--- config.mk ---
export PLATFORM = sky130hd
export DESIGN_NAME = pc_unit
export DESIGN_NICKNAME = d
export VERILOG_FILES = /design/src/rtl/pc_unit.sv
export SDC_FILE = /design/constraint.sdc
export NUM_CORES = 1
export LEC_CHECK = 0
export ABC_AREA = 1
export BUFFER_PORTS_ARGS = -buffer_cell sky130_fd_sc_hd__buf_4
export CORE_MARGIN = 2
export CORE_UTILIZATION = 40
export CTS_CLUSTER_DIAMETER = 100
export DETAILED_ROUTE_END_ITERATION = 7
export MAX_ROUTING_LAYER = met4
export PLACE_DENSITY = 0.64
export RECOVER_POWER = 100
export SYNTH_ARGS = -nofsm -noshare
export SYNTH_HDL_FRONTEND = slang
export SYNTH_SLANG_ARGS = --single-unit
--- constraint.sdc ---
create_clock -name clk -period 2.1 [get_ports clk]
set_input_delay 0.42 -clock clk [delete_from_list [all_inputs] [get_ports clk]]
set_output_delay 0.42 -clock clk [all_outputs]
set_load 0.005 [all_outputs]
--- src/rtl/pc_unit.sv ---
// Program counter with a circular return-address stack for call/return.
// Stack pointer and entry count are kept separately so a full stack wraps over its oldest entry.
module pc_unit #(
   parameter int unsigned           WIDTH     = 12,
   parameter logic [WIDTH-1:0]      RESET_PC  = '0,
   parameter int unsigned           RAS_DEPTH = 4
) (
   input  logic             clk,
   input  logic             clr,
   input  logic             en,
   input  logic             br_taken,
   input  logic [WIDTH-1:0] br_target,
   input  logic             call,
   input  logic             ret,
   output logic [WIDTH-1:0] pc,
   output logic [WIDTH-1:0] pc_plus1,
   output logic             ras_empty,
   output logic             ras_full,
   output logic             ras_err
);

   localparam int unsigned PW = $clog2(RAS_DEPTH);
   localparam int unsigned CW = PW + 1;
   localparam logic [CW-1:0] CNT_MAX = CW'(RAS_DEPTH);

   logic [WIDTH-1:0] stack [RAS_DEPTH];
   logic [PW-1:0]    sp, sp_next, sp_top;
   logic [CW-1:0]    cnt, cnt_next;
   logic [WIDTH-1:0] pc_next;
   logic             err_next;
   logic             push;

   assign pc_plus1  = pc + 1'b1;
   assign sp_top    = sp - 1'b1;
   assign ras_empty = (cnt == '0);
   assign ras_full  = (cnt == CNT_MAX);

   always_comb begin
      pc_next  = pc;
      sp_next  = sp;
      cnt_next = cnt;
      err_next = ras_err;
      push     = 1'b0;
      if (en) begin
         if (call) begin
            // sp always names the next write slot, so a push on a full stack lands on the oldest entry
            pc_next = br_target;
            push    = 1'b1;
            sp_next = sp + 1'b1;
            if (cnt != CNT_MAX) begin
               cnt_next = cnt + 1'b1;
            end
         end else if (ret) begin
            if (cnt == '0) begin
               pc_next  = pc_plus1;
               err_next = 1'b1;
            end else begin
               pc_next  = stack[sp_top];
               sp_next  = sp_top;
               cnt_next = cnt - 1'b1;
            end
         end else if (br_taken) begin
            pc_next = br_target;
         end else begin
            pc_next = pc_plus1;
         end
      end
   end

   always_ff @(posedge clk or negedge clr) begin
      if (!clr) begin
         pc      <= RESET_PC;
         sp      <= '0;
         cnt     <= '0;
         ras_err <= 1'b0;
      end else begin
         pc      <= pc_next;
         sp      <= sp_next;
         cnt     <= cnt_next;
         ras_err <= err_next;
      end
   end

   // Entries are never cleared; count gating keeps stale data unreachable.
   always_ff @(posedge clk) begin
      if (push) begin
         stack[sp] <= pc_plus1;
      end
   end

endmodule

Word-level counts from Yosys, hierarchy flattened
Memories as Yosys holds them, arrays and structs flattened.
Index checks and enable logic that the tools add are counted.
{"block": "op_classes", "n_addsub": 5, "mul": 0, "div_mod_pow": 0, "order_cmp": 0, "n_eq_ne": 4, "shift": 0, "muxes": 15, "bitwise": 1, "reduce_logical": 5}
{"op": "2-to-1 mux 12 bit", "n": 4}
{"op": "adder 12 x 1 -> 12 bit (second input constant)", "n": 1}
{"op": "2-to-1 mux 3 bit", "n": 4}
{"op": "AND reduction 4 bit", "n": 2}
{"op": "2-to-1 mux 2 bit", "n": 3}
{"op": "2-to-1 mux 1 bit", "n": 4}
{"op": "adder 3 x 1 -> 3 bit (second input constant)", "n": 1}
{"op": "== test 3 bit (second input constant)", "n": 1}
{"op": "zero test 3 bit", "n": 1}
{"op": "!= test 3 bit (second input constant)", "n": 1}
{"op": "AND reduction 3 bit", "n": 1}
{"op": "subtractor 3 x 1 -> 3 bit (second input constant)", "n": 1}
{"op": "adder 2 x 1 -> 2 bit (second input constant)", "n": 1}
{"op": "!= test 2 x 1 -> 1 bit (second input constant)", "n": 1}
{"op": "!= test 2 bit (second input constant)", "n": 1}
{"op": "nonzero test 2 bit", "n": 1}
{"op": "subtractor 2 x 1 -> 2 bit (second input constant)", "n": 1}
{"op": "inverter 1 bit", "n": 1}
{"block": "word_totals", "register_bits": 18, "latch_bits": 0, "ramBits": 48, "rom_bits": 0, "output_inout_bits": 27, "word_cells": 35, "memories": 1}
{"memory": "stack", "words": 4, "word_bits": 12, "read_ports": 1, "rd_clocked_by_memory_dff": 0, "write_ports": 1, "line": "26", "text": "logic [WIDTH-1:0] stack [RAS_DEPTH];"}

Longest topological paths before layout
An unclocked memory read counts as a cell.
{"block": "depth", "word_depth": 5, "mapped_depth": 14}

Least setup slack after synthesis
OpenSTA, ideal clock, no wires.
{"block": "synth_path", "path_kind": "reg-to-reg", "startpoint": "register sp[0]", "endpoint": "memory stack[0][0], enable pin", "arrival_ps": 1521, "required_ps": 1720, "slack_ps": 199, "path_stages_with_launch": 7, "path_buffers": 2, "period_less_slack_ps": 1901, "cell_sequence": "dfrtp_1 buf_4 inv_4 buf_2 ha_1 inv_1 nor2_1"}
{"element": "from (decl)", "line": "27", "text": "logic [PW-1:0] sp, sp_next, sp_top;"}
{"element": "from (signal assigned)", "line": "78", "text": "sp <= sp_next;"}
{"element": "to (decl)", "line": "26"}
Straight into the memory's write port.

Worst setup path in the final report
{"block": "layout_path", "startpoint": "register pc[0]", "endpoint": "output pc_plus1[6]"}
{"block": "layout_via", "elab_chain_cells": 1}
{"element": "from (decl)", "line": "15", "text": "output logic [WIDTH-1:0] pc,"}
{"element": "from (signal assigned)", "line": "77", "text": "pc <= pc_next;"}
{"element": "adder 12 x 1 -> 12 bit", "line": "33", "text": "assign pc_plus1 = pc + 1'b1;"}
{"element": "to (decl)", "line": "16", "text": "output logic [WIDTH-1:0] pc_plus1,"}
No other way between the ends.

==> impl_metrics.env <==
export IMPL_timing_slew_headroom=0.286
export IMPL_ff2ff_setup_slack_ns=0.35
export IMPL_cts_root_buf="clkbuf_8"
export IMPL_finalInstanceArea_um2=4300
export IMPL_ys_warn_count=0
export IMPL_syn_nets=433
export IMPL_synth_top_cell_area_share=0.408
export IMPL_placed_area_um2=4040
export IMPL_critPathMaxStageDelay_ns=0.43
export IMPL_yosys_register_bits=66
export IMPL_fin_crit_sh=0.976
export IMPL_die_x_um=98.0
export IMPL_pin_count=45
export IMPL_place_gp_congestion=0.911
export IMPL_grt_pass1_vias=2937
export IMPL_clock_latency_ns=0.34
export IMPL_dieHeight_um=98.0
export IMPL_area_growth_syn_to_layout_pct=21.9
export IMPL_hold_viol_final=0
export IMPL_ys_seq_area_frac=0.536
export IMPL_coreArea_um2=8640
export IMPL_tightest_slew_ns=1.07
export IMPL_grt_pass1_wl_mm=15.2
export IMPL_ys_types=33
export IMPL_grt_start_max_net_pins=27
export IMPL_drtAntennaViolNets=0
export IMPL_diodes=0
export IMPL_viasPerCell=5.24
export IMPL_path_clk_slew_ns=0.08
export IMPL_drtIter0Drc=137
export IMPL_overflow=0
export IMPL_required_ns=1.68
export IMPL_clock_sinks=66
export IMPL_seqPwrFrac=0.357
export IMPL_finalSetupViolCount=0
export IMPL_setup_tns_ns=0
export IMPL_avgRoutedWirePerCell_um=16.0
export IMPL_synthSimpleGateAreaFrac=0.247
export IMPL_drc=0
export IMPL_status="complete, no violations"
export IMPL_vias=3067
export IMPL_maxCapViolations=0
export IMPL_grt_setup_unrepaired="yes"
export IMPL_p_leak_nw=1.93
export IMPL_start_util=0.409
export IMPL_crit_path_top_delay_cell="dfrtp_1"
export IMPL_syn_area_um2=3530
export IMPL_io_buffers=44
export IMPL_layout_drive_gt1_share=0.245
export IMPL_drv_slew=0
export IMPL_cts_buffers=9
export IMPL_critPathCaptureType="output pin"
export IMPL_cts_max_path_buffers=2
export IMPL_clock_skew_ns=0.00890
export IMPL_antenna_found_initial=0
export IMPL_synthCells=409
export IMPL_worstPathMaxFanout=6
export IMPL_min_period_ns=2.05
export IMPL_synth_xor_area_frac=0.0149
export IMPL_path_delay_family="flip-flops"
export IMPL_synth_adder_area_share=0.0234
export IMPL_layout_nets=496
export IMPL_cp_num_buf_inv=1
export IMPL_firstDrtPassIters=5
export IMPL_final_cell_mix="nand2_1 (100), buf_4 (65), edfxtp_1 (48)"
export IMPL_final_common_cell="nand2_1"
export IMPL_min_delay_path_class="in2reg"
export IMPL_synth_top_family_by_area="simple AND/OR/NAND/NOR gates"
export IMPL_combPwrFrac=0.466
export IMPL_fmax_ghz=0.488
export IMPL_wl_mm=9.38
export IMPL_power_switching_w=0.00223
export IMPL_dpl_hpwl_mm=6.69
export IMPL_intPower_w=0.00307
export IMPL_row_count=34
export IMPL_cts_max_level=3
export IMPL_grt_usage=0.209
export IMPL_start_kind="flip-flop"
export IMPL_synth_compound_area_frac=0.0996
export IMPL_vdd_drop_max_v=0.000678
export IMPL_swShare=0.421
export IMPL_clockPowerShare=0.177
export IMPL_synth_area_leaders="edfxtp_1 (41%), dfrtp_1 (13%), nand2_1 (11%), inv_1 (5.2%), nor2_1 (5.1%)"
export IMPL_critPathArrivalTime_ns=1.63
export IMPL_syn_area_per_cell_um2=8.63
export IMPL_crit_type="reg2out"
export IMPL_power_density_nw_per_um2=1230
export IMPL_cts_tree="done"
export IMPL_crit_path_cell_trace="ha_2 -> nand2_4 -> o21ai_1 -> nand2_2 -> buf_4"
export IMPL_synth_top_area_cell="edfxtp_1"
export IMPL_dieArea_um2=9600
export IMPL_muxShareOfSynthArea=0
export IMPL_finish_utilization=0.498
[power by group through the flow]
stage | clock network, W | registers, W | logic (W)
finish | 0.000938 | 0.00189 | 0.00247
global route | 0.00101 | 0.00192 | 0.00276
CTS | 0.000949 | 0.00188 | 0.00245
detailed placement | 0 | 0.00191 | 0.00240
global placement | 0 | 0.00190 | 0.00235
floorplan | 0 | 0.00187 | 0.00152
[final timing paths]
check                              endpoint    startpoint  cells after the start
min in group asynchronous            cnt[2]           clr                      2
worst max register to register        pc[1]         sp[1]                     10
max in group asynchronous             pc[4]           clr                      2
worst min register to register      ras_err       ras_err                      1
worst max-delay path            pc_plus1[6]         pc[0]                      5
worst min-delay path                  pc[2]  br_target[2]                      3
[metrics by stage]
step | worst slack [ns] | total power, W | cells | hold WS (ns)
global placement | 0.320 | 0.00425 | 563 | 0.314
CTS | -0.00980 | 0.00527 | 583 | 0.310
floorplan | 0.199 | 0.00339 | 409 | 0.124
finish | 0.0499 | 0.00530 | 585 | 0.318
detailed placement | 0.279 | 0.00431 | 563 | 0.313
global route | -0.0442 | 0.00568 | 585 | 0.321
[flip-flops by register name (all words and copies together) (netlist names)]
register and flops:
cnt 3, sp 2, pc 12, stack 48, ras_err 1
[logic make-up after synthesis]
family | count (synthesis)
AO/OA/AOI/OAI | 62
XOR/XNOR | 6
adder cells (fa/ha/maj) | 6
buffers and inverters | 66
flip-flops | 66
AND/OR/NAND/NOR | 203
[area by class of cell]
| class | count | area, um^2 |
|---|---|---|
| Clock buffer | 9 | 124 |
| Timing Repair Buffer | 67 | 502 |
| Multi-Input combinational cell | 277 | 1400 |
| Sequential cell | 66 | 1900 |
| Tap cell | 108 | 135 |
| Clock inverter | 7 | 46.3 |
| Inverter | 51 | 194 |
| Fill cell | 813 | 4330 |
[synth_stat cells]
cell / n
inv_1: 49
nand2_4: 1
ha_1: 5
a31o_2: 1
a31oi_1: 1
nand4_1: 1
nor2_4: 3
fa_1: 1
clkinv_1: 1
o211ai_1: 5
buf_4: 2
o21bai_2: 1
nand2_2: 5
o21bai_1: 2
nor2_1: 48
nand2_1: 107
o21ai_1: 3
o22ai_1: 7
o21ai_2: 1
xnor2_1: 1
or2_2: 1
clkbuf_8: 1
xor2_1: 5
buf_2: 10
edfxtp_1: 48
inv_4: 1
clkbuf_1: 2
nand3_2: 3
nand3_1: 33
a21oi_1: 12
and2_1: 1
o21ai_0: 29
dfrtp_1: 18
[what timing repair did]
action,CTS,global route
hold buffers,1,0
gates resized for setup,6,16
pin swaps,1,3
hold endpoints to repair,18,0
buffers inserted,3,2
setup endpoints to repair,9,9
[routing by layer]
metal,vias up,part of all wire,GRT usage
met2,140,0.48,0.336
met1,1441,0.43,0.273
li1,1468,-,-
met4,0,0.022,0.0694
met5,-,0,-
met3,18,0.066,0.0315
[worst min-delay path, delay by kind of cell]
family	cells	cell delay [ns]
and+or+nand+nor	2	0.12
buffers and inverters	1	0.09
No activity file was read; power rests on OpenSTA's default activity.
